## config.mk

```make
export PLATFORM = sky130hd
export DESIGN_NAME = button_press_classifier
export DESIGN_NICKNAME = d
export VERILOG_FILES = /design/src/rtl/button_press_classifier_pkg.sv /design/src/rtl/button_press_classifier_rise_detector.sv /design/src/rtl/button_press_classifier.sv
export SDC_FILE = /design/constraint.sdc
export NUM_CORES = 1
export LEC_CHECK = 0
export CAP_MARGIN = 20
export CORE_UTILIZATION = 61
export DETAILED_ROUTE_END_ITERATION = 12
export DONT_BUFFER_PORTS = 1
export PLACE_DENSITY = 0.82
export SLEW_MARGIN = 15
export SYNTH_ARGS = -nofsm -noshare
export SYNTH_HDL_FRONTEND = slang
export SYNTH_HIERARCHICAL = 1
export SYNTH_SLANG_ARGS = --single-unit
```

## constraint.sdc

```tcl
create_clock -name clk_i -period 2.5 [get_ports clk_i]
set_input_delay 0.5 -clock clk_i [delete_from_list [all_inputs] [get_ports clk_i]]
set_output_delay 0.5 -clock clk_i [all_outputs]
set_load 0.03 [all_outputs]
```

## src/rtl/button_press_classifier_pkg.sv

```systemverilog
// Shared types and sizing helpers for the button press classifier.
package button_press_classifier_pkg;

    typedef enum logic [2:0] {
        IDLE      = 3'd0,
        PRESSED   = 3'd1,
        LONG_HELD = 3'd2,
        GAP       = 3'd3,
        SECOND    = 3'd4
    } state_t;

    // Counter must hold the larger of the two timing thresholds.
    function automatic int cnt_width(input int long_c, input int gap_c);
        return $clog2(((long_c > gap_c) ? long_c : gap_c) + 1);
    endfunction

endpackage

```

## src/rtl/button_press_classifier_rise_detector.sv

```systemverilog
// Qualified rising-edge strobe on a level input; the history register's reset
// value is configurable so a level held through reset can be ignored.
module rise_detector #(
    parameter logic RESET_VAL = 1'b1
) (
    input  logic clk_i,
    input  logic rst_i,
    input  logic level_i,
    output logic rise_o
);

    logic prev_q;

    always_ff @(posedge clk_i) begin
        if (rst_i) prev_q <= RESET_VAL;
        else       prev_q <= level_i;
    end

    assign rise_o = level_i & ~prev_q;

endmodule

```

## src/rtl/button_press_classifier.sv

```systemverilog
// Turns a debounced button level into one-cycle press / short / long / double
// event pulses, with hold and gap durations measured in clock cycles.
module button_press_classifier
    import button_press_classifier_pkg::*;
#(
    parameter int LONG_CYCLES = 50000000,
    parameter int GAP_CYCLES  = 15000000
) (
    input  logic clk_i,
    input  logic rst_i,
    input  logic debounced_i,
    output logic press_o,
    output logic short_press_o,
    output logic long_press_o,
    output logic double_press_o
);

    localparam int CNT_W = cnt_width(LONG_CYCLES, GAP_CYCLES);
    localparam logic [CNT_W-1:0] LONG_LAST = CNT_W'(LONG_CYCLES - 1);
    localparam logic [CNT_W-1:0] GAP_LAST  = CNT_W'(GAP_CYCLES - 1);

    state_t           state_q, state_d;
    logic [CNT_W-1:0] count_q, count_d;
    logic             press_q, short_q, short_d, long_q, long_d, double_q, double_d;
    logic             rise;

    // Held-through-reset buttons must be released before they can register.
    rise_detector #(.RESET_VAL(1'b1)) u_rise (
        .clk_i   (clk_i),
        .rst_i   (rst_i),
        .level_i (debounced_i),
        .rise_o  (rise)
    );

    always_comb begin
        state_d  = state_q;
        count_d  = count_q;
        short_d  = 1'b0;
        long_d   = 1'b0;
        double_d = 1'b0;
        case (state_q)
            IDLE: begin
                if (rise) begin
                    state_d = PRESSED;
                    count_d = '0;
                end
            end
            PRESSED: begin
                // A release on the threshold edge takes priority over long.
                if (debounced_i && count_q == LONG_LAST) begin
                    long_d  = 1'b1;
                    state_d = LONG_HELD;
                    count_d = '0;
                end else if (debounced_i) begin
                    count_d = count_q + CNT_W'(1);
                end else begin
                    state_d = GAP;
                    count_d = '0;
                end
            end
            LONG_HELD: begin
                if (!debounced_i) begin
                    state_d = IDLE;
                    count_d = '0;
                end
            end
            GAP: begin
                if (rise) begin
                    state_d = SECOND;
                    count_d = '0;
                end else if (count_q == GAP_LAST) begin
                    short_d = 1'b1;
                    state_d = IDLE;
                    count_d = '0;
                end else begin
                    count_d = count_q + CNT_W'(1);
                end
            end
            SECOND: begin
                if (!debounced_i) begin
                    double_d = 1'b1;
                    state_d  = IDLE;
                    count_d  = '0;
                end
            end
            default: begin
                state_d = IDLE;
                count_d = '0;
            end
        endcase
    end

    always_ff @(posedge clk_i) begin
        if (rst_i) begin
            state_q  <= IDLE;
            count_q  <= '0;
            press_q  <= 1'b0;
            short_q  <= 1'b0;
            long_q   <= 1'b0;
            double_q <= 1'b0;
        end else begin
            state_q  <= state_d;
            count_q  <= count_d;
            press_q  <= rise;
            short_q  <= short_d;
            long_q   <= long_d;
            double_q <= double_d;
        end
    end

    assign press_o        = press_q;
    assign short_press_o  = short_q;
    assign long_press_o   = long_q;
    assign double_press_o = double_q;

endmodule
```

==> impl_metrics.py, run 1 <==
metrics = {
    "outcome": {
        "outcome": "finished clean",
    },
    "synth": {
        "synth_ff_type": "dfxtp_1",
        "yosysTopAreaCell": "dfxtp_1",
        "synth_edf_count": 0,
        "synthArstFlopShare_pct": 0,
        "synth_seq_area_share_pct": 40.5,
        "synthCells": 203,
        "post-synth-top-count-cell": "dfxtp_1",
        "synth_nets": 207,
        "synth.distinct_cells": 40,
        "yosysWarnings": 6,
        "ys_ff_latch": 34,
        "netlist_area_mm2": 0.00168,
        "synth_common_cells": "dfxtp_1, nor2_1, nand2_1, nand3_1",
        "synth_top_area_share_pct": 40.5,
        "avgSynthCellArea_um2": 8.28,
        "synthTopCellsByArea": "dfxtp_1, nor2_1, nand2_1",
    },
    "power_and_ir_drop": {
        "p_sw_uw": 272,
        "p_seq_share_pct": 55.9,
        "ir_worst_vdd_uv": 467,
        "p_int_uw": 737,
        "power_density_mw_per_mm2": 535,
        "p_leak_nw": 0.670,
        "power_frac_comb_pct": 13.4,
        "pwr-share-clk_pct": 30.7,
        "sw_frac_of_total_pct": 26.9,
    },
    "worst_setup_path": {
        "crit_slowest_cell": "or4_4",
        "worstPathRequired_ns": 2.77,
        "path_class": "register to register",
        "cp-start-kind": "register",
        "cpMostUsedCell": "or4_4",
        "cp_max_fo": 5,
        "slowest_delay_ns": 0.55,
        "crit_path_end_kind": "register",
        "crit_arrival_ns": 2.68,
        "path_cells": "or4_4 -> or4_4 -> o21ai_4 -> buf_4 -> a21oi_2 -> or4_1 -> a21oi_1",
    },
    "route": {
        "vias": 1569,
        "drtAntennaViolNets": 0,
        "detail_route.vias_per_cell": 6.23,
        "routed_wl_um": 3650,
        "dr.first_iter.drc_count": 61,
        "wire_per_inst_um": 14.5,
        "drc": 0,
        "drtPass1Iterations": 5,
    },
    "clock_network": {
        "h-tree-depth": 2,
        "root_buffer": "clkbuf_4",
        "cts_max_path_buffers": 2,
        "cts_setup_buffers": 0,
        "cts_tree": "built",
        "clk_latency_ns": 0.33,
        "clock-sinks": 34,
        "cts-hold-fix-buffers": 0,
        "clk_pin_slew_ns": 0.09,
        "cts_buffers": 5,
    },
    "sta": {
        "relSlewSlack_pct": 63.3,
        "hold_viol_final": 0,
        "setup_tns_ns": 0,
        "fin_skew_ns": 0.00838,
        "worst_slack_ns": 0.0932,
        "period_minus_slack_ns": 2.41,
        "finalSetupViolations": 0,
        "whs_ns": 0.226,
        "worst_pin_slew_ns": 0.546,
        "max_freq_ghz": 0.415,
        "grt_setup_unrepaired": "false",
        "fin_crit_sh_pct": 96.3,
        "slew_viol_final": 0,
    },
    "finish": {
        "ff_latch_area_um2": 681,
        "multi_input_area_um2": 968,
        "synthToLayoutAreaGrowth_pct": 12.1,
        "diodes": 0,
        "drive_gt1_share_pct": 14.9,
        "fillerInstances": 191,
        "fin_nets": 225,
        "fin_area_mm2": 0.00189,
    },
    "worst_hold_path": {
        "hp-class": "primary input to register",
    },
    "die": {
        "die_x_um": 54.5,
        "die-area_mm2": 0.00297,
        "fp.coreArea_mm2": 0.00254,
        "die-height_um": 54.5,
        "initial_core_util_pct": 66.1,
        "io_pins": 7,
        "rows": 18,
    },
    "global_routing": {
        "grt_max_degree": 14,
        "grt_pass1_vias": 1410,
        "grt_pass1_wl_um": 6050,
        "grt_overflow": 0,
        "grt.total_usage_pct": 29.4,
        "antenna_found_initial": 0,
    },
    "place": {
        "pre_cts_ws_ns": 0.121,
        "dpl_cell_area_mm2": 0.00182,
        "gp_congestion": 0.994,
        "dpl.hpwl_um": 2770,
        "io_buffers": 0,
    },
    "job": {
        "maxCapViolCount": 0,
    },
}
## worst paths after layout
kind               startpoint  slack (ns)    endpoint  cells after the start
setup reg to reg  count_q[24]        0.09  state_q[1]                      7
setup / recovery  count_q[24]        0.09  state_q[1]                      7
hold reg to reg    count_q[8]        0.50  count_q[8]                      1
hold / removal          rst_i        0.23  state_q[1]                      1
## per-layer routing
| metal | routed length [µm] | vias to the layer above | GRT usage, % | part of all wire (%) |
|---|---|---|---|---|
| met5 | 0 | - | 0 | 0 |
| met4 | 144 | 0 | 18.4 | 4.0 |
| met3 | 300 | 15 | 8.89 | 8.2 |
| met2 | 1600 | 65 | 44.7 | 44 |
| met1 | 1610 | 715 | 35.8 | 44 |
| li1 | - | 774 | - | - |
## area by class of cell
class                           count  share of cell area, %
Multi-Input combinational cell    159                   51.4
Sequential cell                    34                   36.1
Timing Repair Buffer               16                   6.37
Clock buffer                        7                   2.92
Tap cell                           30                   1.99
Inverter                            5                  0.995
Clock inverter                      1                  0.265
## registers in the layout, summed over array words and instances (netlist names)
| signal | count |
|---|---|
| state_q | 3 |
| long_press_o | 1 |
| press_o | 1 |
| u_rise/prev_q | 1 |
| short_press_o | 1 |
| double_press_o | 1 |
| count_q | 26 |
## critical path: cells and delay by family (launching register included)
family                 cells  cell delay, ns
and+or+nand+nor            3            1.47
AOI/OAI and AO/OA          3            0.39
DFF                        1            0.35
buffers and inverters      1            0.14
## timing repair
| item | CTS | global route |
|---|---|---|
| resized for setup | 0 | 2 |
| hold endpoints to repair | 0 | 0 |
| setup endpoints to repair | 0 | 11 |
## power by group through the flow
stage	sequential, mW	combinational, mW	clock [mW]
CTS	0.563	0.132	0.321
finish	0.564	0.135	0.310
global route	0.566	0.149	0.338
detailed placement	0.576	0.131	0
global placement	0.575	0.128	0
floorplan	0.569	0.0987	0
## stage by stage
stage | total power [mW] | util [%] | instances
after floorplan | 0.668 | - | 203
after global placement | 0.703 | 71.4 | 244
after detailed placement | 0.707 | 71.4 | 244
after CTS | 1.02 | 73.8 | 252
after global routing | 1.05 | 74.1 | 252
final | 1.01 | 74.1 | 252
## cells in the final DEF, fill, tap and decap left out, types with 4 or more instances in the layout
| master | instances |
|---|---|
| xnor2_1 | 6 |
| buf_4 | 16 |
| nor4_1 | 5 |
| nand3_1 | 11 |
| nand2_1 | 19 |
| a21oi_1 | 7 |
| inv_1 | 5 |
| clkbuf_4 | 5 |
| nor3_1 | 8 |
| xor2_1 | 7 |
| nor2b_1 | 4 |
| nor2_1 | 29 |
| a31oi_1 | 7 |
| a22o_1 | 6 |
| nand4_1 | 7 |
| o21ai_0 | 5 |
| dfxtp_1 | 34 |
## cell families after synthesis
group,Yosys count,synth area share [%]
fa+ha+maj,1,0.744
xor+xnor,13,6.77
buf+inv,10,2.38
simple gates,104,32.1
compound gates,39,16.4
flops,34,40.5
mux,2,1.19
No activity file was read; power rests on OpenSTA's default activity.
==> run 2, diff against run 1 <==
GPL_TIMING_DRIVEN = 0   (was not set)
==> impl_metrics.py, run 2 (synthesis gave the netlist of run 1 again) <==
metrics = {
    "finish": {
        "drive_gt1_share_pct": 12.1,
        "fillerInstances": 200,
        "synthToLayoutAreaGrowth_pct": 8.56,
        "final_cell_mix": "dfxtp_1, nor2_1, nand2_1",
        "fin_area_mm2": 0.00183,
        "diodes": 0,
        "fin_nets": 217,
        "post-route-util_pct": 71.7,
        "top_regs": "count_q: 26 flops, state_q: 3 flops",
        "finalNonFillerCells": 244,
        "mostFrequentLayoutCell": "dfxtp_1",
        "largest-register": "count_q",
        "largest_reg_flops": 26,
    },
    "worst_setup_path": {
        "worst-path-buf-inv": 1,
        "cp_max_fo": 10,
        "path_cells": "or4b_1 -> or4_4 -> o21ai_4 -> a21oi_2 -> buf_2 -> a22oi_1 -> o21ai_0",
        "path_delay_family": "simple AND/OR/NAND/NOR gates",
        "worstPathRequired_ns": 2.72,
        "crit_slowest_cell": "or4_4",
        "slowest_delay_ns": 0.55,
        "cp-start-kind": "register",
        "crit_arrival_ns": 2.64,
        "crit_path_end_kind": "register",
        "reg2reg_slack_ns": 0.08,
        "path_class": "register to register",
    },
    "clock_network": {
        "cts_max_path_buffers": 2,
        "cts_tree": "built",
        "h-tree-depth": 2,
        "root_buffer": "clkbuf_4",
        "clk_pin_slew_ns": 0.10,
        "clk_latency_ns": 0.34,
        "cts-hold-fix-buffers": 0,
        "cts_buffers": 5,
        "clock-sinks": 34,
    },
    "route": {
        "drc": 0,
        "detail_route.vias_per_cell": 6.29,
        "wire_per_inst_um": 15.5,
        "routed_wl_um": 3780,
        "vias": 1535,
        "drtAntennaViolNets": 0,
        "dr.first_iter.drc_count": 63,
        "drtPass1Iterations": 4,
    },
    "power_and_ir_drop": {
        "power_density_mw_per_mm2": 557,
        "p_leak_nw": 0.617,
        "ir_worst_vdd_uv": 438,
    },
    "sta": {
        "grt_setup_unrepaired": "false",
        "relSlewSlack_pct": 66.7,
        "setup_tns_ns": 0,
        "slew_viol_final": 0,
        "hold_viol_final": 0,
        "fin_crit_sh_pct": 96.9,
        "period_minus_slack_ns": 2.42,
        "max_freq_ghz": 0.413,
        "finalSetupViolations": 0,
        "fin_skew_ns": 0.0109,
        "worst_pin_slew_ns": 0.495,
    },
    "place": {
        "dpl.hpwl_um": 2650,
        "gp_congestion": 0.925,
        "io_buffers": 0,
        "placed_cells": 233,
        "dpl_cell_area_mm2": 0.00172,
    },
    "global_routing": {
        "grt.total_usage_pct": 28.1,
        "grt_pass1_wl_um": 5860,
        "antenna_found_initial": 0,
        "grt_max_degree": 11,
        "grt_pass1_vias": 1284,
        "grt_overflow": 0,
    },
    "job": {
        "maxCapViolCount": 0,
    },
    "worst_hold_path": {
        "hp-class": "primary input to register",
    },
    "die": {
        "io_pins": 7,
        "initial_core_util_pct": 66.1,
        "die-height_um": 54.5,
        "fp.coreArea_mm2": 0.00254,
        "rows": 18,
        "die-area_mm2": 0.00297,
        "die_x_um": 54.5,
    },
    "outcome": {
        "outcome": "finished clean",
    },
}
run 2: layout make-up:
cell class	instances	area, µm²	area share, %
buffer	5	23.8	1.30
timing repair buffer	3	22.5	1.23
clock buffer	7	55.1	3.02
inverter	5	18.8	1.03
tap	30	37.5	2.06
sequential	34	683	37.4
clock inverter	1	5.00	0.274
multi-input combinational	159	980	53.7
run 2: report_power, final:
group          total (mW)  switching, mW  internal (mW)  leakage (nW)
logic               0.140         0.0933         0.0466         0.306
registers           0.560         0.0100          0.550         0.276
clock network       0.317          0.180          0.136        0.0353
total                1.02          0.284          0.733         0.617
run 2: timing repair:
item / 4_1_cts / 5_1_grt
gates resized for setup: 0 / 7
buffers inserted: 0 / 3
setup endpoints to repair: 0 / 18
run 2: metal layers:
layer / global-route usage (%) / vias up / routed length, µm
met5: 0 / - / 0
met4: 11.5 / 0 / 62
met1: 35.6 / 696 / 1690
li1: - / 763 / -
met3: 6.11 / 8 / 282
met2: 45.7 / 68 / 1740
run 2: worst paths after layout:
| check | startpoint | to | cells past startpoint |
|---|---|---|---|
| max | count_q[19] | count_q[13] | 7 |
| min | debounced_i | double_press_o | 1 |
| max reg2reg | count_q[19] | count_q[13] | 7 |
| min reg2reg | count_q[8] | count_q[8] | 1 |
run 2: worst register-to-register path: stages (launching register included):
cell and delay (ns):
dfxtp_2 0.37, or4b_1 0.55, or4_4 0.55, o21ai_4 0.22
a21oi_2 0.15, buf_2 0.21, a22oi_1 0.14, o21ai_0 0.12
run 2: through the flow:
| step | hold slack (ns) | total power [mW] | worst slack, ns |
|---|---|---|---|
| after floorplan | 0.447 | 0.668 | 0.287 |
| after global placement | 0.466 | 0.694 | 0.0906 |
| after detailed placement | 0.475 | 0.700 | 0.0407 |
| after CTS | 0.224 | 1.01 | 0.00654 |
| after global routing | 0.218 | 1.05 | 0.000522 |
| final | 0.232 | 1.02 | 0.0785 |
